===== src/rtl/button_conditioner.sv =====
// button_conditioner: per-channel synchronise, debounce, edge pulses, toggle flag and hold-to-repeat.
module button_conditioner #(
  parameter int N = 4,
  parameter int SYNC_STAGES = 2,
  parameter int DEBOUNCE_CYCLES = 50000,
  parameter int ACTIVE_LOW = 1,
  parameter int REPEAT_EN = 0,
  parameter int REPEAT_DELAY = 25000000,
  parameter int REPEAT_PERIOD = 5000000
) (
  input  logic         Clk,
  input  logic         Reset,
  input  logic [N-1:0] Pins,
  output logic [N-1:0] Level,
  output logic [N-1:0] Press,
  output logic [N-1:0] Release,
  output logic [N-1:0] Toggle
);
  localparam int CW = $clog2(DEBOUNCE_CYCLES) + 1;
  localparam int RMAX = REPEAT_DELAY > REPEAT_PERIOD ? REPEAT_DELAY : REPEAT_PERIOD;
  localparam int HW = $clog2(RMAX) + 1;
  localparam logic IDLE_PIN = ACTIVE_LOW != 0;
  for (genvar i = 0; i < N; i++) begin : g_ch
    logic [SYNC_STAGES-1:0] sr;
    logic [CW-1:0] cnt;
    logic s, accept, hit, lv, pr, rl, tg;
    assign s = sr[SYNC_STAGES-1] ^ IDLE_PIN;
    assign accept = (s != lv) && (cnt == CW'(DEBOUNCE_CYCLES - 1));
    always_ff @(posedge Clk)
      if (Reset) begin
        sr  <= {SYNC_STAGES{IDLE_PIN}};
        cnt <= '0;
        lv  <= 1'b0;
        pr  <= 1'b0;
        rl  <= 1'b0;
        tg  <= 1'b0;
      end else begin
        sr  <= {sr[SYNC_STAGES-2:0], Pins[i]};
        cnt <= (s == lv || accept) ? '0 : cnt + 1'b1;
        lv  <= accept ? s : lv;
        pr  <= (accept && s) || hit;
        rl  <= accept && !s;
        tg  <= tg ^ (accept && s);
      end
    if (REPEAT_EN != 0) begin : g_rep
      logic [HW-1:0] hc;
      logic rep;
      // rep selects the first (delay) interval versus the steady repeat period; hc restarts at every pulse
      assign hit = lv && !accept && (hc == (rep ? HW'(REPEAT_PERIOD - 1) : HW'(REPEAT_DELAY - 1)));
      always_ff @(posedge Clk)
        if (Reset || !lv || accept) begin
          hc  <= '0;
          rep <= 1'b0;
        end else if (hit) begin
          hc  <= '0;
          rep <= 1'b1;
        end else
          hc <= hc + 1'b1;
    end else begin : g_norep
      assign hit = 1'b0;
    end
    assign Level[i]   = lv;
    assign Press[i]   = pr;
    assign Release[i] = rl;
    assign Toggle[i]  = tg;
  end
endmodule


===== config.mk =====
export PLATFORM = sky130hd
export DESIGN_NAME = button_conditioner
export DESIGN_NICKNAME = d
export VERILOG_FILES = /design/src/rtl/button_conditioner.sv
export SDC_FILE = /design/constraint.sdc
export NUM_CORES = 1
export LEC_CHECK = 0
export CAP_MARGIN = 5
export CORE_AREA = 2 2 119 63
export CTS_CLUSTER_DIAMETER = 50
export DETAILED_ROUTE_END_ITERATION = 8
export DIE_AREA = 0 0 121 65
export DONT_BUFFER_PORTS = 1
export GPL_TIMING_DRIVEN = 1
export PLACE_DENSITY_LB_ADDON = 0.2
export SLEW_MARGIN = 0
export SYNTH_ARGS = -nofsm -noshare
export SYNTH_HDL_FRONTEND = slang
export SYNTH_SLANG_ARGS = --single-unit

===== constraint.sdc =====
create_clock -name Clk -period 2.2 [get_ports Clk]
set_input_delay 0.22 -clock Clk [delete_from_list [all_inputs] [get_ports Clk]]
set_output_delay 0.22 -clock Clk [all_outputs]
set_load 0.005 [all_outputs]

; After elaboration in Yosys (flattened, before gate mapping)
; Cells that the tools add are included.
; Widths: inputs -> output; s select.
[op_classes]
addsub = 4
n_eq_ne = 12
bitwise_logic = 8
n_reduce_logical = 20
[op_table]
columns = cell, n
row1 = $add 17x1->17 const B, 4
row2 = $eq 17x16->1 const B, 4
row3 = $logic_and 1x1->1, 12
row4 = $reduce_or 2->1, 4
row5 = $eq 1x1->1, 4
row6 = $logic_or 1x1->1, 4
row7 = $ne 1x1->1, 4
row8 = $not 1->1, 4
row9 = $xor 1x1->1, 4
[word_totals]
ff_bits = 92
input_bits = 6
output_inout_bits = 16
word_cells = 68

; Longest topological paths before layout
; Gate-level depths: netlist of the first run.
[depth]
depth_word = 5
mapped_depth = 6
mapped_depth_nobuf = 5

; Worst setup path before layout of the first run
; OpenSTA, ideal clock, no wires.
[synth_path]
path_type = register -> register
startpoint = register g_ch[1].cnt[11]
endpoint = register g_ch[1].tg
setup_time_ns = 0.115
arrival_ns = 1.825
required_ns = 2.085
setup_slack_ns = 0.260
path_stages_with_launch = 5
n_path_buf = 0
period_less_slack_ns = 1.940
cell_sequence = dfxtp_1 -> or4b_4 -> or4_4 -> o31a_1 -> o21ba_1
[synth_between]
elab_chain_cells = 4
[synth_lines]
columns = element, line
row1 = from (decl), 25  ; logic [CW-1:0] cnt;
row2 = from (signal assigned), 39  ; cnt <= (s == lv || accept) ? '0 : cnt + 1'b1;
row3 = $eq 17x16->1, 28  ; assign accept = (s != lv) && (cnt == CW'(DEBOUNCE_CYCLES - 1));
row4 = $logic_and 1x1->1, 28
row5 = $logic_and 1x1->1, 43  ; tg <= tg ^ (accept && s);
row6 = $xor 1x1->1, 43
row7 = to (signal assigned), 43
row8 = to (decl), 26  ; logic s, accept, hit, lv, pr, rl, tg;
; No other way between the ends.
; A chain may end at the register's enable or synchronous reset.

; Worst setup path after layout of the first run
[layout_path]
startpoint = register g_ch[1].cnt[11]
endpoint = register g_ch[1].cnt[14]
[layout_between]
elab_chain_cells = 4
elab_cells_between_ends = 5
classes_between = add/sub: 1 / eq/ne: 1 / reduce/logical: 3
[layout_lines]
columns = element
row1 = "parallel branches: the longest is 4 deep, another holds $add 17x1->17"
; Parallel ways; which one is timed is not known.

==> results of run 1 <==
[power breakdown]
part / switching, uW / internal [uW] / total (uW) / leakage (uW)
sequential: 5.54 / 1670 / 1680 / 0.000743
clock: 617 / 898 / 1510 / 0.000144
combinational: 23.7 / 17.4 / 41.1 / 0.000453
[worst paths after layout]
path | slack [ns] | to | cells after the start | start
worst min-delay path | 0.04 | g_ch[1].tg | 1 | Reset
worst max register to register | 0.11 | g_ch[1].cnt[14] | 4 | g_ch[1].cnt[11]
worst max-delay path | 0.11 | g_ch[1].cnt[14] | 4 | g_ch[1].cnt[11]
worst min register to register | 0.41 | g_ch[0].sr[1] | 1 | g_ch[0].sr[0]
[cells in the final DEF, fill, tap and decap left out, drive strengths merged]
cell,instances
dfxtp,92
nor2,71
xnor2,40
nand2,27
nor3,26
nand3,23
nand4,22
nor4,22
a21oi,16
or2,14
xor2,14
inv,12
clkbuf,10
buf,8
and3,7
or4,7
and2,5
dlygate4sd3,5
o31ai,4
and4,4
ha,4
or3,3
a31o,3
clkinv,3
o21ai,3
nor4b,2
a21bo,2
or4b,2
and4b,1
or3b,1
nor2b,1
a211oi,1
o31a,1
o21ba,1
clkinvlp,1
bufinv,1
[state kept, by name (all words and copies together) (netlist names)]
name,cells
g_ch.lv,4
g_ch.pr,4
g_ch.sr,8
g_ch.cnt,68
g_ch.tg,4
g_ch.rl,4
[cell usage after synthesis, types with 2 or more instances]
| library cell | instances |
|---|---|
| nand4_1 | 22 |
| nor2_1 | 71 |
| xor2_1 | 14 |
| o21ai_0 | 2 |
| buf_4 | 16 |
| nor4_1 | 22 |
| nand3_1 | 23 |
| dfxtp_1 | 92 |
| a31o_2 | 3 |
| and2_1 | 5 |
| a21oi_1 | 16 |
| buf_2 | 2 |
| xnor2_1 | 40 |
| ha_1 | 4 |
| and3_1 | 7 |
| a21bo_1 | 2 |
| o31ai_1 | 4 |
| clkbuf_1 | 7 |
| nor3_1 | 26 |
| or3_1 | 3 |
| or2_2 | 14 |
| or4_1 | 6 |
| nand2_1 | 27 |
| inv_1 | 12 |
| and4_1 | 4 |
| nor4b_1 | 2 |
[cell type report]
type	count	share of cell area
Sequential cell	92	0.422
Clock buffer	10	0.0547
Clock inverter	5	0.0120
Inverter	12	0.0103
Timing Repair Buffer	13	0.0252
Multi-Input combinational cell	327	0.449
Tap cell	96	0.0275
[kinds of logic (layout without fill, tap and decap cells)]
logic type,count (synthesis),after routing,share of synthesized area
buf+inv,39,40,0.0539
xor+xnor,54,54,0.118
compound gates,31,31,0.0520
flops,92,92,0.458
simple gates,238,238,0.306
fa+ha+maj,4,4,0.0125
[per-stage QoR]
stage	hold WS, ns	total power (uW)
after floorplan	0.324	1740
after global placement	0.297	1740
after detailed placement	0.298	1740
after CTS	0.0350	3270
after global routing	0.0395	3360
final	0.0449	3240
[worst max-delay path, stage by stage, from the launching register on]
cell,delay [ns]
dfxtp_1,0.35
or4b_4,0.55
or4_4,0.57
o21ai_4,0.39
nor2_1,0.09
[what timing repair did]
action	CTS	global route
gates resized for setup	0	0
hold endpoints to repair	22	0
hold buffers	5	0
[per-layer routing]
metal | vias up | global-route usage | share of wire
met2 | 70 | 0.305 | 0.40
met4 | 0 | 0.0712 | 0.013
met3 | 12 | 0.0871 | 0.057
met5 | - | 0 | 0
li1 | 1579 | - | -
met1 | 1428 | 0.323 | 0.53
==> impl_results.md, run 1 <==
- Asr flop ratio synth: 0
- Register area share after synthesis: 0.458
- Final cell count without fillers: 555
- GRT overflow: 0
- DP Cell Count: 535
- Clk sink count: 92
- Critical path required time: 2.42 ns
- CTS Buf Count: 9
- Final nets: 465
- Pre-CTS setup slack: 0.111 ns
- Static leakage: 0.00134 uW
- Pin count of the biggest net entering global routing: 23
- First-pass GRT wire length: 13700 um
- Area post-placement: 4030 um2
- Crit path DAT: 2.30 ns
- Number of global-route vias before repair: 2834
- Antenna Cells: 0
- Worst IR Drop VDD: 0.459 mV
- Fmax: 480 MHz
- Area Overhead vs Synth: 8.72%
- Max Cap Viol: 0
- DR iter-0 viols: 301
- Router iterations before antenna repair: 4
- Worst-Skew Late Latency: 0.34 ns
- Tightest Pin Transition: 0.892 ns
- Io pins: 22
- Final WL: 8160 um
- Final setup fails: 0
- Distinct cell type count after synthesis: 38
- Synth Cell Area: 4020 um2
- Site Rows: 22
- Die height: 65 um
- Initial antenna violation count: 0
- ANT nets after route: 0
- Final Worst Setup Slack: 0.115 ns
- Slew headroom: 0.404
- Initial Util: 0.577
- Clock skew: 0.00567 ns
- Number of synthesized flops with an enable pin: 0
- Routed vias: 3089
- Final hold viol count: 0
- Synth Flop Type: dfxtp_1
- Hpwl dp: 5520 um
- Tcrit/Tclk final: 0.948
- RD Place Congestion: 0.840
- Area of the core: 6960 um2
- Reg area: 1840 um2
- Total Routing Usage GR: 0.225
- Mean Syn Cell Area: 8.77 um2
- Synth top area share: 0.458
- CTS tree: built
- Die width: 121 um
- Synth Register Bits: 92
- DR WL/cell: 14.7 um
- Fin area: 4370 um2
- RSZ-0062 raised after global routing: no
- Status: finished clean
- YS warnings: 0
- Setup CP Type: reg2reg
- Area occupied by multi-input gates: 1960 um2
- Reg clk slew, reported paths: 0.06 ns
- Setup TNS: 0 ns
- Layout fillers: 599
- Fin util: 0.627
- Setup bufs post-CTS: 0
- DRC violations left: 0
- I/O Buffers: 0
- Synth area leader: dfxtp_1
- Depth of the CTS H-tree: 3
- Pwr per Cell Area: 741 nW/um2
- Final min period: 2.09 ns
- Clk buf depth: 2
- Startpoint types: flip-flop
- Layout cells sized above 1: 0.0980
- Cells after Synth: 458
- Drt via density: 5.57
- Worst Hold Class: in2reg
- Area contributors post-synth: dfxtp_1 46%, xnor2_1 8.7%, nor2_1 6.6%, nand4_1 3.4%, nor4_1 3.4%
- Clock root cell: clkbuf_16
- Final slew viol count: 0
- Syn nets: 468
- Setup crit end kind: flip-flop
- Die ar.: 7870 um2
- CP max FO: 16
No activity file was read; power rests on OpenSTA's default activity.
==> run 2: changes to the inputs <==
PLACE_DENSITY = 0.75   (was unset)
PLACE_DENSITY_LB_ADDON = unset   (was 0.2)
==> run 2 against run 1 <==
Effect of this change: core utilization is 0.52 points higher; final cell count stayed put; sequential share of layout area is 0.35 points lower; combinational power is 5.4% higher; via count is 0.36% higher; total power is 3.2% higher; clock power is 7% higher; wire length is 1.1% lower; flip-flop and latch count stayed put; critical path type unchanged; critical endpoint is now g_ch[1].tg; largest cell class unchanged; largest power group unchanged; highest routed layer unchanged.
==> impl_results.md, run 2 (synthesis results as in run 1) <==
- Status: finished clean
- Setup TNS: 0 ns (unchanged)
- Final slew viol count: 0 (unchanged)
- Tcrit/Tclk final: 0.928 (-0.0197)
- Crit path DAT: 2.28 ns (-0.02 ns)
- Die width: 121 um (unchanged)
- Initial antenna violation count: 0 (unchanged)
- Most flops, register: g_ch.cnt
- Switching pwr: 657 uW (+1.6%)
- Hpwl dp: 5490 um (-0.64%)
- PostCTS Resize Cnt: 0 (unchanged)
- DP Cell Count: 535 (unchanged)
- Internal power: 2680 uW (+3.6%)
- Slew headroom: 0.438 (+0.0340)
- Number of global-route vias before repair: 2839 (+0.18%)
- Tot Pwr: 3340 uW (+3.2%)
- Final WL: 8060 um (-1.1%)
- Antenna Cells: 0 (unchanged)
- Area occupied by multi-input gates: 1960 um2 (unchanged)
- CTS tree: built
- Clk buf depth: 2 (unchanged)
- Pwr per Cell Area: 758 nW/um2 (+2.4%)
- Static leakage: 0.00135 uW (+0.93%)
- Drt via density: 5.59 (+0.36%)
- Setup CP Type: reg2reg
- Reg clk slew, reported paths: 0.07 ns (about the same)
- Reg power frac: 0.503 (-0.016)
- Fin util: 0.632 (+0.00521)
- Reg area: 1840 um2 (unchanged)
- Reg2Reg Setup Slack: 0.16 ns (+0.04 ns)
- Worst-Skew Late Latency: 0.34 ns (about the same)
- Critical path required time: 2.44 ns (+0.02 ns)
- Worst Hold Class: in2reg
- Clock skew: 0.00771 ns (+0.00204 ns)
- Final setup fails: 0 (unchanged)
- RD Place Congestion: 0.851 (+1.3%)
- CP max FO: 5 (-11)
- Tightest Pin Transition: 0.841 ns (-0.0508 ns)
- Largest registers: g_ch.cnt x68, g_ch.sr x8
- Routed vias: 3100 (+0.36%)
- Clk sink count: 92 (unchanged)
- Fmax: 490 MHz (+2.1%)
- Die height: 65 um (unchanged)
- Setup crit end kind: flip-flop
- Worst IR Drop VDD: 0.406 mV (-12%)
- Final hold viol count: 0 (unchanged)
- ANT nets after route: 0 (unchanged)
- RSZ-0062 raised after global routing: no
- Die ar.: 7870 um2 (unchanged)
- Pin count of the biggest net entering global routing: 23 (unchanged)
- Pre-CTS setup slack: 0.201 ns (+0.0903 ns)
- Area of the core: 6960 um2 (unchanged)
- Sw frac: 0.197 (-0.00308)
- Final nets: 465 (unchanged)
- Total Routing Usage GR: 0.223 (-0.00134)
- Startpoint types: flip-flop
- Max FFs per register: 68 (unchanged)
- Initial Util: 0.577 (unchanged)
- Io pins: 22 (unchanged)
- Area Overhead vs Synth: 9.62%
- Combinational share of power: 0.013 (about the same)
- Setup bufs post-CTS: 0 (unchanged)
- Commonest non-fill, non-tap cell in the layout: dfxtp_1
- Router iterations before antenna repair: 5 (+1)
- Layout cells sized above 1: 0.0980 (unchanged)
- Max Cap Viol: 0 (unchanged)
- Final Worst Setup Slack: 0.158 ns (+0.0434 ns)
- GRT overflow: 0 (unchanged)
- I/O Buffers: 0 (unchanged)
- Clock root cell: clkbuf_16
- DR iter-0 viols: 269 (-11%)
- DR WL/cell: 14.5 um (-1.1%)
- Site Rows: 22 (unchanged)
- Clock network fraction of design power: 0.484 (+0.016)
- Depth of the CTS H-tree: 3 (unchanged)
- CTS Buf Count: 9 (unchanged)
- DRC violations left: 0 (unchanged)
- Most frequent cells in the layout: 92 x dfxtp_1, 71 x nor2_1, 40 x xnor2_1, 27 x nand2_1, 26 x nor3_1
- Final min period: 2.04 ns (-0.0434 ns)
- First-pass GRT wire length: 13600 um (-0.85%)
- Final cell count without fillers: 555 (unchanged)
- Layout fillers: 573 (-4.3%)
-- run 2: cell count changes in the layout (fill, tap and decap cells not counted) --
cell,delta
buf_12,+1
buf_4,-1
clkinv_4,+2
clkbuf_8,-1
bufinv_16,+1
clkinv_2,-2
-- run 2: final timing paths --
path / endpoint / from / cells past startpoint
worst max register to register: g_ch[1].tg / g_ch[1].cnt[11] / 4
worst max-delay path: g_ch[1].tg / g_ch[1].cnt[11] / 4
worst min register to register: g_ch[3].sr[1] / g_ch[3].sr[0] / 1
worst min-delay path: g_ch[0].tg / Reset / 2
-- run 2: what timing repair did --
item                                    in CTS  in global routing
hold endpoints to repair                    22                  0
hold buffers                                 5                  0
endpoints found under the setup margin       0                  0
-- run 2: worst max-delay path, stage by stage, from the launching register on --
cell	delay (ns)
dfxtp_1	0.36
or4b_4	0.55
or4_4	0.58
o31a_1	0.27
o21ba_1	0.18
-- run 2: per-layer routing --
layer | track usage | wire length, um
met4 | 0.0901 | 136
met1 | 0.310 | 4110
met2 | 0.316 | 3300
met5 | 0 | 0
met3 | 0.0766 | 517
-- run 2: metrics by stage --
stage                     hold slack, ns  instance area (um2)
after floorplan                    0.324                 4020
after global placement             0.294                 4040
after detailed placement           0.295                 4040
after CTS                         0.0263                 4400
after global routing              0.0370                 4400
final                             0.0405                 4400
-- run 2: power by group through the flow --
stage / Sequential [uW] / Combinational (uW) / Clock [uW]
floorplan: 1720 / 27.8 / 0
global placement: 1720 / 29.1 / 0
detailed placement: 1720 / 29.9 / 0
CTS: 1680 / 43.3 / 1650
global route: 1680 / 47.9 / 1710
finish: 1680 / 43.3 / 1620
-- run 2: layout make-up --
cell class	count	share of cell area
clock inverters	6	0.0205
flip-flops and latches	92	0.418
clock buffers	9	0.0511
inverters	12	0.0102
well taps	96	0.0273
repair buffers	13	0.0278
multi-input cells	327	0.445
==> run 3: changes to the inputs <==
CORE_AREA = 2 2 85 87   (was 2 2 119 63)
DIE_AREA = 0 0 87 89   (was 0 0 121 65)
SKIP_LAST_GASP = 1   (was unset)
==> run 3 against run 2 <==
Effect of this change: via count shrank 2.3%; die area shrank 1.6%; clock skew is 0.0013 ns lower; hold slack got worse by 0.0014 ns; highest routed layer unchanged; non-clock buffer count down 2; critical endpoint is now g_ch[1].cnt[3]; clock power decreased by 20%.
==> impl_results.md, run 3 (synthesis results as in run 1) <==
- Status: finished clean
- Clock skew: 0.00641 ns (-0.00130 ns)
- Area post-placement: 3990 um2 (-1.2%)
- Setup CP Type: reg2reg
- Final nets: 463 (-0.43%)
- Largest registers: g_ch.cnt x68, g_ch.sr x8
- Internal power: 2430 uW (-9.4%)
- GRT overflow: 0 (unchanged)
- Worst-Skew Late Latency: 0.35 ns (about the same)
- Final slew viol count: 0 (unchanged)
- Final cell count without fillers: 536 (-3.4%)
- Most flops, register: g_ch.cnt
- Max Cap Viol: 0 (unchanged)
- CTS tree: built
- Die ar.: 7740 um2 (-1.6%)
- CP max FO: 16 (+11)
- Layout fillers: 556 (-3.0%)
- Combinational share of power: 0.013 (about the same)
- RD Place Congestion: 0.823 (-3.3%)
- Setup TNS: 0 ns (unchanged)
- Startpoint types: flip-flop
- Routed vias: 3030 (-2.3%)
- Setup crit end kind: flip-flop
- Drt via density: 5.65 (+1.2%)
- Final setup fails: 0 (unchanged)
- Clock network fraction of design power: 0.430 (-0.054)
- Antenna Cells: 0 (unchanged)
- Tightest Pin Transition: 0.843 ns (+0.00241 ns)
- ANT nets after route: 0 (unchanged)
- Initial antenna violation count: 0 (unchanged)
- Switching pwr: 582 uW (-11%)
- Fin area: 4270 um2 (-3.1%)
- PostCTS Resize Cnt: 0 (unchanged)
- Layout cells sized above 1: 0.0921 (-0.00593)
- Reg clk slew, reported paths: 0.08 ns (about the same)
- Pwr per Cell Area: 706 nW/um2 (-6.9%)
- Worst Hold Class: in2reg
- Setup bufs post-CTS: 0 (unchanged)
- DRC violations left: 0 (unchanged)
- Worst IR Drop VDD: 0.375 mV (-7.7%)
- Tcrit/Tclk final: 0.939 (+0.0106)
- Static leakage: 0.00130 uW (-4.2%)
- Depth of the CTS H-tree: 3 (unchanged)
- Reg power frac: 0.557 (+0.054)
- Area occupied by multi-input gates: 1960 um2 (unchanged)
- Clock root cell: clkbuf_8
- Clk sink count: 92 (unchanged)
- DR WL/cell: 13.7 um (-5.9%)
- Area of the core: 6720 um2 (-3.5%)
- Commonest non-fill, non-tap cell in the layout: dfxtp_1
- CTS Hold Bufs: 5 (unchanged)
- Pin count of the biggest net entering global routing: 23 (unchanged)
- Area Overhead vs Synth: 6.23%
- Reg area: 1840 um2 (unchanged)
- Io pins: 22 (unchanged)
- Die height: 89 um (+37%)
- Hpwl dp: 4900 um (-11%)
- Initial Util: 0.598 (+0.0211)
- Final min period: 2.07 ns (+0.0234 ns)
- Crit path DAT: 2.29 ns (about the same)
- First-pass GRT wire length: 12600 um (-7.1%)
- DP Cell Count: 517 (-3.4%)
- Die width: 87 um (-28%)
- Final WL: 7330 um (-9.1%)
- Clk buf depth: 2 (unchanged)
- Slew headroom: 0.436 (-0.00161)
- Most frequent cells in the layout: 92 x dfxtp_1, 71 x nor2_1, 40 x xnor2_1, 27 x nand2_1, 26 x nor3_1
- RSZ-0062 raised after global routing: no
- Site Rows: 30 (+36%)
- Number of global-route vias before repair: 2832 (-0.25%)
- CTS Buf Count: 9 (unchanged)
- Max FFs per register: 68 (unchanged)
- I/O Buffers: 0 (unchanged)
- Total Routing Usage GR: 0.205 (-0.0184)
- Final hold viol count: 0 (unchanged)
- Router iterations before antenna repair: 5 (unchanged)
- Sw frac: 0.193 (-0.00342)
- Critical path required time: 2.43 ns (about the same)
- DR iter-0 viols: 74 (-72%)
- Fmax: 484 MHz (-1.1%)
## run 3: path summary, 6_finish.rpt
| kind | from | end | slack [ns] | depth (start not counted) |
|---|---|---|---|---|
| setup / recovery | g_ch[1].cnt[11] | g_ch[1].cnt[3] | 0.13 | 4 |
| hold / removal | Reset | g_ch[0].tg | 0.04 | 2 |
| setup reg to reg | g_ch[1].cnt[11] | g_ch[1].cnt[3] | 0.13 | 4 |
| hold reg to reg | g_ch[1].sr[0] | g_ch[1].sr[1] | 0.42 | 1 |
## run 3: area by class of cell
type | instances | area share
Multi-Input combinational cell | 327 | 0.459
Clock buffer | 9 | 0.0290
Inverter | 12 | 0.0106
Tap cell | 80 | 0.0235
Sequential cell | 92 | 0.432
Clock inverter | 5 | 0.0240
Timing Repair Buffer | 11 | 0.0223
## run 3: power groups by stage
stage / clock (uW) / combinational (uW) / sequential (uW)
after floorplan: 0 / 27.8 / 1720
after global placement: 0 / 26.8 / 1720
after detailed placement: 0 / 27.0 / 1720
after CTS: 1330 / 40.5 / 1680
after global routing: 1400 / 44.5 / 1680
final: 1290 / 39.9 / 1680
## run 3: critical path, cell delays in order, from the launching register on
cell and delay [ns]:
dfxtp_1 0.36, or4b_4 0.55, or4_4 0.56, o21ai_4 0.38
nor2_1 0.09
## run 3: stage by stage
step	util	hold slack (ns)	power (uW)	setup slack, ns
global route	0.635	0.0197	3120	0.0319
floorplan	-	0.324	1740	0.260
CTS	0.635	0.0143	3040	0.125
detailed placement	0.594	0.296	1740	0.140
global placement	0.594	0.293	1740	0.167
finish	0.635	0.0391	3010	0.135
## run 3: layer usage
layer,vias up,part of all wire,global-route usage
met2,58,0.47,0.334
met4,0,0.011,0.0781
met5,-,0,0
met3,6,0.039,0.0526
met1,1400,0.48,0.263
li1,1566,-,-
